File: src/rtl/regfile_pkg.sv
// Shared constants and helpers for the scoreboarded multi-port register file.
package regfile_pkg;

  localparam int XLEN_DEFAULT = 64;

  localparam int INIT_ZERO  = 0;
  localparam int INIT_INDEX = 1;

  // Address width for a register count; a single register still needs one bit.
  function automatic int addr_w(input int nregs);
    return (nregs < 2) ? 1 : $clog2(nregs);
  endfunction

endpackage

File: src/rtl/regfile_read_port.sv
// One registered read port: storage mux, write-to-read bypass and next-state busy lookup.
module regfile_read_port
  import regfile_pkg::*;
#(
  parameter int XLEN   = XLEN_DEFAULT,
  parameter int NREGS  = 32,
  parameter int AW     = addr_w(NREGS),
  parameter int BYPASS = 1
) (
  input  logic                  clk,
  input  logic                  reset,
  input  logic                  rd_en,
  input  logic [AW-1:0]         rd_addr,
  input  logic [NREGS*XLEN-1:0] regs_flat,
  input  logic [NREGS-1:0]      busy_next,
  input  logic                  wr_en,
  input  logic [AW-1:0]         wr_addr,
  input  logic [XLEN-1:0]       wr_data,
  output logic [XLEN-1:0]       rd_data,
  output logic                  rd_busy
);

  logic [XLEN-1:0] sel_data_p0;
  logic            sel_busy_p0;

  // Stage p0: select data and busy for this cycle's address.
  always_comb begin
    sel_data_p0 = regs_flat[int'(rd_addr)*XLEN +: XLEN];
    if (BYPASS != 0 && wr_en && (wr_addr == rd_addr))
      sel_data_p0 = wr_data;
    if (rd_addr == '0)
      sel_data_p0 = '0;
    sel_busy_p0 = busy_next[rd_addr];
  end

  // Stage p1: output registers, held while the port is idle.
  always_ff @(posedge clk) begin
    if (reset) begin
      rd_data <= '0;
      rd_busy <= 1'b0;
    end else if (rd_en) begin
      rd_data <= sel_data_p0;
      rd_busy <= sel_busy_p0;
    end
  end

endmodule

File: src/rtl/regfile_mp_scoreboard.sv
// Multi-read-port register file with a per-register pending-write scoreboard for RAW detection.
module regfile_mp_scoreboard
  import regfile_pkg::*;
#(
  parameter  int XLEN      = XLEN_DEFAULT,
  parameter  int NREGS     = 32,
  parameter  int NREAD     = 2,
  parameter  int BYPASS    = 1,
  parameter  int INIT_MODE = INIT_INDEX,
  localparam int AW        = addr_w(NREGS)
) (
  input  logic                  clk,
  input  logic                  reset,
  input  logic [NREAD-1:0]      rd_en,
  input  logic [NREAD*AW-1:0]   rd_addr,
  output logic [NREAD*XLEN-1:0] rd_data,
  output logic [NREAD-1:0]      rd_busy,
  input  logic                  wr_en,
  input  logic [AW-1:0]         wr_addr,
  input  logic [XLEN-1:0]       wr_data,
  input  logic                  busy_set_en,
  input  logic [AW-1:0]         busy_set_addr
);

  logic [XLEN-1:0]       regs [NREGS];
  logic [NREGS*XLEN-1:0] regs_flat;
  logic [NREGS-1:0]      busy;
  logic [NREGS-1:0]      busy_next;

  always_ff @(posedge clk) begin
    if (reset) begin
      for (int i = 0; i < NREGS; i++)
        regs[i] <= (INIT_MODE == INIT_INDEX) ? XLEN'(i) : '0;
    end else if (wr_en && (wr_addr != '0)) begin
      regs[wr_addr] <= wr_data;
    end
  end

  // Set after clear: a newly issued producer outranks a retiring one.
  always_comb begin
    busy_next = busy;
    if (wr_en)
      busy_next[wr_addr] = 1'b0;
    if (busy_set_en)
      busy_next[busy_set_addr] = 1'b1;
    busy_next[0] = 1'b0;
  end

  always_ff @(posedge clk) begin
    if (reset)
      busy <= '0;
    else
      busy <= busy_next;
  end

  for (genvar g = 0; g < NREGS; g++) begin : g_flat
    assign regs_flat[g*XLEN +: XLEN] = regs[g];
  end

  for (genvar p = 0; p < NREAD; p++) begin : g_port
    regfile_read_port #(
      .XLEN   (XLEN),
      .NREGS  (NREGS),
      .AW     (AW),
      .BYPASS (BYPASS)
    ) u_port (
      .clk       (clk),
      .reset     (reset),
      .rd_en     (rd_en[p]),
      .rd_addr   (rd_addr[p*AW +: AW]),
      .regs_flat (regs_flat),
      .busy_next (busy_next),
      .wr_en     (wr_en),
      .wr_addr   (wr_addr),
      .wr_data   (wr_data),
      .rd_data   (rd_data[p*XLEN +: XLEN]),
      .rd_busy   (rd_busy[p])
    );
  end

endmodule
File: config.mk
export PLATFORM = sky130hd
export DESIGN_NAME = regfile_mp_scoreboard
export DESIGN_NICKNAME = d
export VERILOG_FILES = /design/src/rtl/regfile_pkg.sv /design/src/rtl/regfile_read_port.sv /design/src/rtl/regfile_mp_scoreboard.sv
export SDC_FILE = /design/constraint.sdc
export NUM_CORES = 2
export LEC_CHECK = 0
export BUFFER_PORTS_ARGS = -buffer_cell sky130_fd_sc_hd__buf_2
export CAP_MARGIN = 20
export CORE_MARGIN = 1.5
export CORE_UTILIZATION = 35
export DETAILED_ROUTE_END_ITERATION = 8
export SLEW_MARGIN = 20
export SYNTH_ARGS = -nofsm -noshare
export SYNTH_HDL_FRONTEND = slang
export SYNTH_SLANG_ARGS = --single-unit
File: constraint.sdc
create_clock -name clk -period 13.79 [get_ports clk]
set_clock_uncertainty 0.2 [all_clocks]
set_input_delay 3.4475 -clock clk [delete_from_list [all_inputs] [get_ports clk]]
set_output_delay 3.4475 -clock clk [all_outputs]
set_load 0.05 [all_outputs]
# Word-level counts from Yosys, hierarchy flattened
# Memory sizes are Yosys's and may differ from the RTL's.
# Cells that the tools add are included.
dict set report totals {
  ff_bits 162
  latchBits 0
  ramBits 2048
  mem_bits_ro 0
  input_bits 90
  out_inout_bits 130
  n_memories 1
}
dict set report op_classes {
  addsub 0
  n_mul 0
  div 0
  order_cmp 6
  n_eq_ne 2
  n_shift 2
  mux 22
  bitwise_logic 3
  n_reduce_logical 9
}
# name words word_bits read_ports rd_clocked_by_memory_dff wr line_no
set mem_list {}
lappend mem_list {regs 32 64 32 0 32 regfile_mp_scoreboard.sv:25} ;# logic [XLEN-1:0] regs [NREGS];
# op n
set op_table {}
lappend op_table {{2048-bit by 12-bit variable part select with 64-bit output} 2}
lappend op_table {{64-bit 2-to-1 mux} 5}
lappend op_table {{32-bit 2-to-1 mux} 2}
lappend op_table {{64-bit OR reduction} 1}
lappend op_table {{32-bit bitwise AND} 1}
lappend op_table {{32-bit inverter} 1}
lappend op_table {{32-bit bitwise OR} 1}
lappend op_table {{5-bit by 6-bit less-than comparator with 1-bit output (second input constant)} 4}
lappend op_table {{1-bit binary-select mux with 5-bit select} 2}
lappend op_table {{1-bit demux with 5-bit select} 2}
lappend op_table {{5-bit == test} 2}
lappend op_table {{5-bit by 1-bit >= comparator with 1-bit output (second input constant)} 2}
lappend op_table {{5-bit logical NOT} 2}
lappend op_table {{1-bit 2-to-1 mux} 10}
lappend op_table {{1-bit logical AND} 5}
lappend op_table {{5-bit 2-to-1 mux} 1}
lappend op_table {{5-bit nonzero test} 1}

# Depth between registers and ports, before layout
dict set report depth {
  ltp_word 11
  ltp_mapped 11
}

# By module
# From an unflattened synthesis, not the netlist that was laid out.
dict set report unflattened {
  cells_unflattened 7422
  hier_area_um2 111719.6
}
# module instances cells_per_inst area_per_inst_um2 seq_area_each_um2
set modules_own_cells {}
lappend modules_own_cells {regfile_mp_scoreboard 1 5056 74739.2 62119.6}
lappend modules_own_cells {regfile_read_port 2 1183 18490.2 1301.2}

# Worst setup path after synthesis
# OpenSTA, ideal clock, no wires.
dict set report synth_timing {
  path_kind {input-to-reg}
  from {input wr_addr[2]}
  to {memory regs[2][0] (netlist bit), enable pin}
  setup_ns 0.499
  arrival_time_ns 7.228
  required_ns 13.091
  setup_slack_ns 5.862
  cell_stages 4
  path_cell_list {buf_2 > or3_1 > clkbuf_1 > o21bai_1}
}
# item line_no
set synth_lines {}
lappend synth_lines {{start, declared} regfile_mp_scoreboard.sv:19} ;# input logic [AW-1:0] wr_addr,
lappend synth_lines {{end, declared} regfile_mp_scoreboard.sv:25}

# Worst setup path after layout
dict set report layout_timing {
  from {input rd_addr[6]}
  to {register g_port[1].u_port.rd_data[44]}
}
dict set report layout_via {
  elab_chain_cells 4
}
# item line_no
set layout_rtl {}
lappend layout_rtl {{start, declared} regfile_mp_scoreboard.sv:15} ;# input logic [NREAD*AW-1:0] rd_addr,
lappend layout_rtl {{parallel branches: the longest is 3 deep, another holds 2048-bit by 12-bit variable part select with 64-bit output} --}
lappend layout_rtl {{64-bit 2-to-1 mux (*)} regfile_read_port.sv:31} ;# if (rd_addr == '0)
lappend layout_rtl {{end signal, assigned} regfile_read_port.sv:42} ;# rd_data <= sel_data_p0;
lappend layout_rtl {{end, declared} regfile_read_port.sv:19} ;# output logic [XLEN-1:0] rd_data,
# Mark *: on every way between the ends.
# A chain may end at the register's enable or synchronous reset.

==> metrics <==
status completed; TNS Setup 0 ns; max-slew violation count 0; max_cap viols 0; largest net degree at the start of global routing 125; Synth Area per Inst 16.0 um^2; Multi-input gate area 47100 um^2; DRC viols 0; Die H 575 um; post-cts hold buffer count 0; EDFF count, synth 2048; asr flop ratio synth 0%; WP data required 14.35 ns; Slew HR 20.1%; unrepaired setup endpoints after global routing no; post-route ant nets 0; Post-DP Area 120000 um^2; Fin. Hold Viols 0; fin cells 11661; share of layout cells above drive strength 1 29.8%; post-synthesis cell type count 54; fillcell total 29337; Initial Utilization 35.2%; Critical Path Source Type input port; dpl ws 5.18 ns; Max FO, Critical Path 58; cells along the critical path buf_8 > buf_4 > buf_4 > buf_4 > buf_4 > mux4_2 > mux4_2 > nand2_1 > nand2_1 > a222oi_1 > nor2_1; vias 72499; DR WL/cell 37.3 um; Yosys top cell area share 53.8%; Crit. End Element flip-flop; Final Util 39.5%; Max Freq 0.128 GHz; Post-Syn Instances 7150; final setup margin 5.97 ns; hold crit path type flip-flop to flip-flop; GPL Wtd Cong 0.870; layout overhead on the synthesized area 12.0%; fin crit period 7.82 ns; initial antenna violation count 76; Die Wd 575 um; Vias/cell 6.22; Mapped Area 114000 um^2; I/O pin count 220; Setup Buffers After CTS 0; hold slack 0.250 ns; DRT iter0 DRCs 12856; worst slew pin tran 1.20 ns; final net count 7169; Clock transition at path regs 0.06 ns; cell taking the most area after synthesis edfxtp_1; sequential share of the synthesized area 56.6%; dpl cells 11165; die area 330000 um^2; count leader, synth edfxtp_1; Crit-path slowest cell buf_4; CTS tree yes; crit path DAT 8.39 ns; core area 325000 um^2; Tot GR Track Use 26.0%; list of most frequent post-synthesis cells edfxtp_1 (2048), and2_1 (1907), mux4_2 (1288), clkbuf_1 (624), nand2_1 (260); number of core rows 209; Worst VDD drop 0.000156 V; grt total ovfl 0; Final setup viols 0; fin crit share 56.7%; Non-Filler Cell Area, Final 128000 um^2; Crit Path Class input port to flip-flop; Reg area 64700 um^2; vias in the first global route 72038; power density cells 129 nW/um^2; maximum clock path buffer count 3; YS warnings 0; crit-path most repeated cell buf_4; #FFs+latches synth 2209; PortBufs 219; Sink Count 2209; first-pass GRT wire length 596 mm; clk_lat worst skew 0.92 ns; DR pass1 iterations 6; crit-path max cell delay 0.88 ns; hpwl dp 239 mm; Synth area leaders edfxtp_1 (54%), mux4_2 (25%), and2_1 (10%), dfxtp_1 (2.8%), clkbuf_1 (2.0%); number of cells upsized or downsized after cts 0; Final Power 16.5 mW; dominant synthesized flop cell edfxtp_1; Leak 43.1 nW; Routed WL 435 mm; H-tree depth 4; cts bufs inserted 236; clock root cell clkbuf_16
[critical path, delay by kind of cell]
kind	cells	cell delay [ns]
buffers and inverters	5	3.29
muxes	2	0.89
and+or+nand+nor	3	0.26
AOI/OAI and AO/OA	1	0.26
[flip-flops by register name, indices dropped and copies added (netlist names)]
signal and flops:
busy 31, g_port.u_port.rd_data 128, regs 2048, g_port.u_port.rd_busy 2
[layout by cell type, fill, tap and decap left out, types with 93 or more instances in the layout]
cell,count
and2_1,1907
buf_2,209
buf_4,179
clkbuf_16,239
dfxtp_1,161
edfxtp_1,2048
mux4_2,1288
nand2_1,260
nor2_1,93
o21ai_0,150
[power by group]
part	internal (mW)	total, mW	switching, mW
logic	0.838	2.05	1.21
clock network	3.69	6.51	2.82
registers	7.70	7.91	0.213
[final cells by class]
type	count	area share (%)
flip-flops and latches	2209	50.5
well taps	4325	4.23
inverters	7	0.0342
diodes	43	0.0840
multi-input cells	4212	36.8
clock buffers	330	5.13
clock inverters	122	1.00
repair buffers	413	2.22
[logic make-up (layout without fill, tap and decap cells)]
family                 count (synthesis)  after routing  share of synthesized area, %
AO/OA/AOI/OAI                        284            284                          1.64
multiplexers                        1367           1367                          26.1
flip-flops                          2209           2209                          56.6
XOR/XNOR                              10             10                        0.0766
AND/OR/NAND/NOR                     2487           2487                          12.8
buffers and inverters                792            872                          2.83
other                                  1            107                       0.00328
[final timing paths]
kind / from / endpoint / slack (ns) / depth (start not counted)
worst max register to register: regs[23][62] / g_port[0].u_port.rd_data[62] / 11.08 / 6
worst max-delay path: rd_addr[6] / g_port[1].u_port.rd_data[44] / 5.97 / 11
worst min-delay path: g_port[0].u_port.rd_data[19] / g_port[0].u_port.rd_data[19] / 0.25 / 2
worst min register to register: g_port[0].u_port.rd_data[19] / g_port[0].u_port.rd_data[19] / 0.25 / 2
[per-layer routing]
| layer | up-vias | wire length (um) | GRT usage [%] |
|---|---|---|---|
| li1 | 27604 | - | - |
| met2 | 5530 | 202000 | 40.9 |
| met3 | 1096 | 54200 | 6.20 |
| met5 | - | 118 | 0 |
| met1 | 38251 | 155000 | 33.7 |
| met4 | 18 | 23900 | 13.1 |
No activity file was read; power rests on OpenSTA's default activity.
